==> config.mk <==
export PLATFORM = sky130hd
export DESIGN_NAME = cordic_vectoring_iterative
export DESIGN_NICKNAME = d
export VERILOG_FILES = /design/src/rtl/cordic_pkg.sv /design/src/rtl/cordic_atan_lut.sv /design/src/rtl/cordic_vectoring_iterative.sv
export SDC_FILE = /design/constraint.sdc
export NUM_CORES = 1
export LEC_CHECK = 0
export BUFFER_PORTS_ARGS = -buffer_cell sky130_fd_sc_hd__buf_2
export CORE_MARGIN = 4
export CORE_UTILIZATION = 58
export CTS_BUF_LIST = sky130_fd_sc_hd__clkbuf_4 sky130_fd_sc_hd__clkbuf_8 sky130_fd_sc_hd__clkbuf_16
export DETAILED_ROUTE_END_ITERATION = 12
export GPL_TIMING_DRIVEN = 0
export PLACE_DENSITY = 0.88
export SLEW_MARGIN = 15
export SYNTH_ARGS = -nofsm -noshare
export SYNTH_HDL_FRONTEND = slang
export SYNTH_HIERARCHICAL = 1
export SYNTH_SLANG_ARGS = --single-unit
==> constraint.sdc <==
create_clock -name clk_i -period 7.2 [get_ports clk_i]
set_input_delay 1.44 -clock clk_i [delete_from_list [all_inputs] [get_ports clk_i]]
set_output_delay 1.44 -clock clk_i [all_outputs]
set_load 0.1 [all_outputs]
==> src/rtl/cordic_pkg.sv <==
// cordic_pkg: FSM states, binary-angle constants and atan table generation shared by the CORDIC cores
package cordic_pkg;
  typedef enum logic [1:0] {IDLE = 2'd0, ROTATE = 2'd1, DONE = 2'd2} state_e;
  function automatic int angle_pi(input int zw);
    return 1 << (zw - 1);
  endfunction
  function automatic int angle_pi_half(input int zw);
    return 1 << (zw - 2);
  endfunction
  function automatic int atan_entry(input int i, input int frac);
    real a;
    a = $atan(2.0 ** (-i)) * (2.0 ** frac) / 3.14159265358979323846;
    return $rtoi(a + 0.5);
  endfunction
endpackage

==> src/rtl/cordic_atan_lut.sv <==
// cordic_atan_lut: combinational iteration index to rounded binary-angle atan(2^-i)
module cordic_atan_lut
  import cordic_pkg::*;
#(
  parameter int ZW = 10,
  parameter int ITERATIONS = 7,
  parameter int IW = 4
) (
  input  logic [IW-1:0] iter_i,
  output logic [ZW-1:0] atan_o
);
  logic [ZW-1:0] tbl [ITERATIONS];
  for (genvar k = 0; k < ITERATIONS; k++) begin : g_tbl
    localparam logic [ZW-1:0] A = ZW'(atan_entry(k, ZW - 1));
    assign tbl[k] = A;
  end
  always_comb begin
    atan_o = '0;
    for (int i = 0; i < ITERATIONS; i++) atan_o = (iter_i == IW'(i)) ? tbl[i] : atan_o;
  end
endmodule

==> src/rtl/cordic_vectoring_iterative.sv <==
// cordic_vectoring_iterative: iterative vectoring CORDIC returning gain-scaled magnitude and atan2(y, x)
module cordic_vectoring_iterative
  import cordic_pkg::*;
#(
  parameter int DATA_WIDTH = 8,
  parameter int ITERATIONS = 7,
  parameter int GUARD_BITS = 2
) (
  input  logic                  clk_i,
  input  logic                  rst_i,
  input  logic [DATA_WIDTH-1:0] x_i,
  input  logic [DATA_WIDTH-1:0] y_i,
  input  logic                  data_in_valid_strobe_i,
  output logic [DATA_WIDTH:0]   mag_o,
  output logic [DATA_WIDTH-1:0] z_o,
  output logic                  data_out_valid_strobe_o,
  output logic                  busy_o
);
  localparam int W = DATA_WIDTH + 2 + GUARD_BITS;
  localparam int ZW = DATA_WIDTH + GUARD_BITS;
  localparam int MW = DATA_WIDTH + 1;
  localparam int IW = $clog2(ITERATIONS) + 1;
  localparam logic signed [ZW-1:0] PH = ZW'(angle_pi_half(ZW));
  localparam logic signed [W-1:0] XH = W'(2 ** (GUARD_BITS - 1));
  localparam logic signed [ZW-1:0] ZH = ZW'(2 ** (GUARD_BITS - 1));
  state_e state_q, state_d;
  logic signed [W-1:0] x_q, x_d, y_q, y_d, xe, ye, xr, yr;
  logic signed [ZW-1:0] z_q, z_d, zr, atan;
  logic [IW-1:0] iter_q, iter_d;
  logic [MW-1:0] mag_q, mag_d;
  logic [DATA_WIDTH-1:0] zo_q, zo_d;
  logic vld_q, vld_d, busy_q, busy_d, d, xn, yn;
  cordic_atan_lut #(.ZW(ZW), .ITERATIONS(ITERATIONS), .IW(IW)) u_lut (
    .iter_i(iter_q),
    .atan_o(atan)
  );
  always_comb begin
    xn = x_i[DATA_WIDTH-1];
    yn = y_i[DATA_WIDTH-1];
    xe = {{2{xn}}, x_i, {GUARD_BITS{1'b0}}};
    ye = {{2{yn}}, y_i, {GUARD_BITS{1'b0}}};
    d = !y_q[W-1];
    xr = d ? x_q + (y_q >>> iter_q) : x_q - (y_q >>> iter_q);
    yr = d ? y_q - (x_q >>> iter_q) : y_q + (x_q >>> iter_q);
    zr = d ? z_q + atan : z_q - atan;
    state_d = state_q;
    x_d = x_q;
    y_d = y_q;
    z_d = z_q;
    iter_d = iter_q;
    mag_d = mag_q;
    zo_d = zo_q;
    vld_d = 1'b0;
    busy_d = busy_q;
    if (state_q == IDLE && data_in_valid_strobe_i) begin
      state_d = ROTATE;
      busy_d = 1'b1;
      iter_d = '0;
      x_d = !xn ? xe : !yn ? ye : -ye;
      y_d = !xn ? ye : !yn ? -xe : xe;
      z_d = !xn ? '0 : !yn ? PH : -PH;
    end else if (state_q == ROTATE) begin
      x_d = xr;
      y_d = yr;
      z_d = zr;
      iter_d = iter_q + IW'(1);
      if (iter_q == IW'(ITERATIONS - 1)) begin
        state_d = DONE;
        vld_d = 1'b1;
        mag_d = MW'((xr + XH) >>> GUARD_BITS);
        zo_d = DATA_WIDTH'((zr + ZH) >>> GUARD_BITS);
      end
    end else if (state_q == DONE) begin
      state_d = IDLE;
      busy_d = 1'b0;
    end
  end
  always_ff @(posedge clk_i) begin
    if (rst_i) begin
      state_q <= IDLE;
      x_q <= '0;
      y_q <= '0;
      z_q <= '0;
      iter_q <= '0;
      mag_q <= '0;
      zo_q <= '0;
      vld_q <= 1'b0;
      busy_q <= 1'b0;
    end else begin
      state_q <= state_d;
      x_q <= x_d;
      y_q <= y_d;
      z_q <= z_d;
      iter_q <= iter_d;
      mag_q <= mag_d;
      zo_q <= zo_d;
      vld_q <= vld_d;
      busy_q <= busy_d;
    end
  end
  assign mag_o = mag_q;
  assign z_o = zo_q;
  assign data_out_valid_strobe_o = vld_q;
  assign busy_o = busy_q;
endmodule

Word level (Yosys, flattened, before mapping)

Index checks and enable logic that the tools add are counted.

Flip-flop bits (word level): 59
Bits of input ports: 19
Output and inout bits: 19
Word-level logic and storage cells: 79

Add/subtract/negate cells: 11
Equality and inequality tests: 11
Shifts and indexed selects: 2
Multiplexer cells: 30
Bitwise gates (word level): 2
Reductions and logical operators: 13

Operators with widths:

| kind                    | count |
|---|---|
| $mux W12                | 10 |
| $mux W10                | 11 |
| $add A12 B12 Y12        | 2 |
| $neg A10 Y12            | 2 |
| $sshr A12 B4 Y12        | 2 |
| $sub A12 B12 Y12        | 2 |
| $eq A4 B3 Y1 const B    | 3 |
| $add A11 B3 Y11 const B | 1 |
| $add A10 B10 Y10        | 1 |
| $add A10 B3 Y10 const B | 1 |
| $sub A10 B10 Y10        | 1 |
| $eq A4 B2 Y1 const B    | 2 |
| $mux W8                 | 1 |
| $mux W2                 | 3 |
| $reduce_and A2 Y1       | 3 |
| $reduce_bool A2 Y1      | 3 |
| $mux W1                 | 5 |
| $add A4 B1 Y4 const B   | 1 |
| $eq A4 B1 Y1 const B    | 1 |
| $logic_not A4 Y1        | 1 |
| $ne A3 B2 Y1 const B    | 1 |
| $reduce_and A3 Y1       | 1 |
| $reduce_bool A3 Y1      | 1 |
| $reduce_or A3 Y1        | 1 |
| other kinds (8)         | 9 |

Depth between registers and ports, before layout

Word-level depth: 12
Mapped depth: 20
Gate-level depth less buffers: 17

By module

Netlist, hierarchy kept.

By module, submodules not included:

| module                     | instances | cells each | area an instance (µm²) | sequential area each (µm²) |
|---|---|---|---|---|
| cordic_vectoring_iterative | 1         | 783        | 6,083.3                | 1,181.1 |
| cordic_atan_lut            | 1         | 19         | 137.6                  | 0.0 |

Least setup slack after synthesis

No wires, ideal clock.

Kind: register to register
Start: register iter_q[0]
End: register mag_q[8] (netlist: mag_o[8])
Library setup time: 86 ps
Arrival: 4,032 ps
Required time: 7,114 ps
Setup slack: 3,082 ps
Cell stages (with the launch flop): 18
Buffers on the path: 2
Period minus slack after synthesis: 4,118 ps
Cells stage by stage: dfxtp_1 buf_6 buf_6 mux4_2 nand2_1 nand2_1 a21oi_1 ha_1 mux2_2 fa_1 nor2b_1 o22ai_1 xnor2_1 and4_1 and4_1 nand3_1 xor2_1 a211oi_1

Word-level cells in the longest chain between the ends: 4
Elaborated cells on any way between the ends: 7
Classes of those cells: 3 x add/sub; 1 x eq/ne; 1 x shift; 1 x mux; 1 x reduce/logical

Ends and longest elaborated chain:

| what                                                 | line                             | text |
|---|---|---|
| start, declared                                      | cordic_vectoring_iterative.sv:29 | `logic [IW-1:0] iter_q, iter_d;` |
| start signal, assigned                               | cordic_vectoring_iterative.sv:94 | `iter_q <= iter_d;` |
| $sshr A12 B4 Y12                                     | cordic_vectoring_iterative.sv:43 | `xr = d ? x_q + (y_q >>> iter_q) : x_q - (y_q >>> iter_q);` |
| $add A12 B12 Y12 or $sub A12 B12 Y12 (tied branches) | cordic_vectoring_iterative.sv:43 |  |
| $mux W12                                             | cordic_vectoring_iterative.sv:43 |  |
| $add A11 B3 Y11                                      | cordic_vectoring_iterative.sv:70 | `mag_d = MW'((xr + XH) >>> GUARD_BITS);` |
| end signal, assigned                                 | cordic_vectoring_iterative.sv:95 | `mag_q <= mag_d;` |
| end, declared                                        | cordic_vectoring_iterative.sv:30 | `logic [MW-1:0] mag_q, mag_d;` |

Several ways; a longest one is shown, not always the timed one.
A chain may end at the register's enable or synchronous reset.

Worst setup path in the final report

Same ends and word-level chain as after synthesis.

==> results.yml <==
status:
  outcome: "complete, no violations"
sta:
  worst-slew-pin-transition_ns: 0.801
  timing.final.max_slew_violations: 0
  rsz0062_at_grt: "false"
  max-slew-margin-rel: 0.463
  hold_viol: 0
  fin_crit_ns: 5.19
  setup_violation_total_in_the_final_timing_report: 0
  final.setup.tns_ns: 0
  final.period_utilization: 0.720
  largest_clock_skew_in_the_final_design_ns: 0.0123
  achievable-frequency_ghz: 0.193
  worst_hold_slack_ns: 0.468
finish:
  final_layout_size_suffix_gt1_frac: 0.126
  nets: 913
  synthToLayoutAreaGrowth_pct: 9.71
  final_core_utilization: 0.658
  instances_no_fill: 991
  insertedDiodeCount: 0
setup_path:
  worstReg2RegEnd: "mag_o[8]"
  path_delay_family: "compound AO/OA/AOI/OAI gates"
  cell_by_cell_trace_of_the_critical_path: "buf_6 > buf_6 > buf_2 > a21oi_1 > o32a_1 > a21oi_1 > a211oi_2 > a21oi_1 > nor3_1 > a21oi_1 > o221ai_1 > ha_1 > or3_1 > nor4_1 > a2bb2oi_1 > and4_1 > nand3_1 > xor2_1 > a211oi_1"
  reg2reg_depth: 19
  setup.worst_path.start_class: "flip-flop"
  critical_path_arrival_ns: 5.45
  rr_startpoint: "iter_q[0]"
  timing.setup.critical_path_class: "reg2reg"
  endpoint_kind: "flip-flop"
  path_max_fanout: 10
  worst_ep_required_time_ns: 7.46
  critical_path.max_stage_delay_ns: 0.60
  critical-path-top-cell-by-count: "sky130_fd_sc_hd__a21oi_1"
  critical-path-slowest-cell: "sky130_fd_sc_hd__a2bb2oi_1"
  cp.buffers_inverters: 3
  r2r_setup_slk_ns: 2.01
floorplan:
  std_cell_rows: 37
  initial_utilization: 0.600
  die_height_um: 112
  die_area_um2: 12400
  io_pins: 38
  dieWidth_um: 112
  core_footprint_um2: 10400
worst_hold_path:
  worst_hold_path_type: "reg2reg"
  hold_start: "mag_o[0]"
  worstHoldEndpoint: "mag_o[0]"
  timing.hold.worst_path_depth: 2
yosys:
  post_synth_inst_count: 802
  synth_ff_type: "sky130_fd_sc_hd__dfxtp_1"
  seq_area_frac_synth: 0.190
  synth_top_family_by_area: "simple AND/OR/NAND/NOR gates"
  syn_area_um2: 6220
  synth_seq_cells: 59
  postSynthAreaPerCell_um2: 7.76
  synth_cell_types: 76
  synth.top_cells.by_count: "sky130_fd_sc_hd__nor2_1 (109), sky130_fd_sc_hd__dfxtp_1 (59), sky130_fd_sc_hd__nand2_1 (48)"
  synthMostInstantiatedCell: "sky130_fd_sc_hd__nor2_1"
  complex_gate_fraction_of_the_synthesized_area: 0.230
  yosys.area_share.xor_xnor: 0.102
  async_flop_share: 0
  synthSimpleGateAreaFrac: 0.232
  post-synth-top-area-cell: "sky130_fd_sc_hd__dfxtp_1"
  synth_edf_count: 0
  yosys_warning_total: 6
  muxShareOfSynthArea: 0.0915
  ys_top_cells_by_area: "sky130_fd_sc_hd__dfxtp_1 (19%), sky130_fd_sc_hd__ha_1 (8.2%), sky130_fd_sc_hd__nor2_1 (6.6%), sky130_fd_sc_hd__xnor2_1 (6.5%), sky130_fd_sc_hd__a211oi_1 (4.2%)"
  synth_top_area_frac: 0.190
  synth_adder_area_share: 0.0921
cts:
  cts_hold_buf: 0
  htree_levels: 3
  cts_tree: "yes"
  number_of_gates_given_a_new_drive_strength_after_cts: 0
  cts_setup_buffers: 0
  tritoncts.num_buffers: 9
  clock-sinks: 59
  clk_pin_slew_worst_paths_ns: 0.07
  clk_latency_ns: 0.35
  cts_root_buf: "sky130_fd_sc_hd__clkbuf_8"
  cts_buffer_depth: 2
job:
  drv_cap: 0
pwr:
  power_density_nw_per_um2: 460
  ir_drop_v: 0.000325
  power.static_leakage_nw: 2.77
global_routing:
  track_usage: 0.305
  initial_antenna_violation_count: 0
  total_gr_overflow: 0
  grt_pass1_vias: 6277
  grt_start_max_net_pins: 12
  grt_pass1_wl_mm: 31.3
detailed_routing:
  remaining_drc_errors: 0
  route.vias.total: 6543
  drt-initial-drc-count: 726
  vias_per_cell: 6.60
  postRouteAntennaNets: 0
  drt_pre_antenna_iters: 6
  wl_per_cell_um: 19.6
  finalWirelength_mm: 19.4
placement:
  dp_hpwl_mm: 14.4
  port_buffers: 36
  cell_count_after_placement: 975
  gp_congestion: 1.00
-- how the worst max path moves through the flow --
stage / startpoint / to / slack, ns / cells past startpoint
after global routing: iter_q[0] / mag_o[8] / 1.79 / 18
after global placement: iter_q[0] / mag_o[8] / 2.41 / 19
after detailed placement: iter_q[0] / mag_o[8] / 2.29 / 18
after floorplan: iter_q[0] / mag_o[8] / 3.08 / 17
after CTS: iter_q[0] / mag_o[8] / 2.25 / 19
final: iter_q[0] / mag_o[8] / 2.01 / 19
-- state kept, by name, indices dropped and copies added, names as in the netlist --
register,count
state_q,2
y_q,12
mag_o,9
busy_o,1
z_q,10
data_out_valid_strobe_o,1
iter_q,4
x_q,12
z_o,8
-- layer usage --
metal / vias to the layer above / GRT usage / routed length, µm
met5: - / 0 / 0
met2: 440 / 0.474 / 8510
met1: 2979 / 0.405 / 7760
li1: 3028 / - / -
met3: 96 / 0.0685 / 2230
met4: 0 / 0.139 / 905
-- cells in the final DEF (no fill, tap or decap), types with 35 or more instances in the layout --
| cell type | netlist | final |
|---|---|---|
| sky130_fd_sc_hd__ha_1 | 41 | 41 |
| sky130_fd_sc_hd__a21oi_1 | 47 | 47 |
| sky130_fd_sc_hd__xnor2_1 | 46 | 46 |
| sky130_fd_sc_hd__nand2_1 | 48 | 48 |
| sky130_fd_sc_hd__dfxtp_1 | 59 | 59 |
| sky130_fd_sc_hd__nor2_1 | 109 | 109 |
| sky130_fd_sc_hd__inv_1 | 36 | 36 |
| sky130_fd_sc_hd__buf_2 | 6 | 42 |
| sky130_fd_sc_hd__nor3_1 | 35 | 35 |
| sky130_fd_sc_hd__a211oi_1 | 35 | 35 |
-- stage by stage --
step                      total power [W]  area (µm²)  setup slack [ns]
after detailed placement          0.00265        6580              2.29
final                             0.00314        6830              2.01
after CTS                         0.00306        6830              2.25
after global placement            0.00263        6580              2.41
after global routing              0.00334        6830              1.79
after floorplan                   0.00213        6220              3.08
-- report_power, final --
group | total (W) | switching (W) | internal, W
clock | 0.000383 | 0.000143 | 0.000240
combinational | 0.00224 | 0.00133 | 0.000915
sequential | 0.000516 | 0.000130 | 0.000386
-- kinds of logic after synthesis --
| family | Yosys count |
|---|---|
| AO/OA/AOI/OAI | 211 |
| XOR/XNOR | 71 |
| adder cells (fa/ha/maj) | 44 |
| buffers and inverters | 85 |
| flip-flops | 59 |
| multiplexers | 39 |
| other | 1 |
| AND/OR/NAND/NOR | 292 |
-- tightest hold or removal path, stage by stage, from the launching register on --
cell and delay [ns]:
sky130_fd_sc_hd__dfxtp_1 0.31, sky130_fd_sc_hd__nand2_1 0.05, sky130_fd_sc_hd__a21oi_1 0.05
-- final cells by class --
| cell class | instances | area, µm² |
|---|---|---|
| Multi-Input combinational cell | 659 | 4660 |
| Fill cell | 886 | 3540 |
| Sequential cell | 59 | 1180 |
| Buffer | 48 | 244 |
| Timing Repair Buffer | 36 | 180 |
| Tap cell | 136 | 170 |
| Inverter | 37 | 139 |
| Clock buffer | 10 | 138 |
| Clock inverter | 6 | 113 |
(Power assumes the default switching activity.)
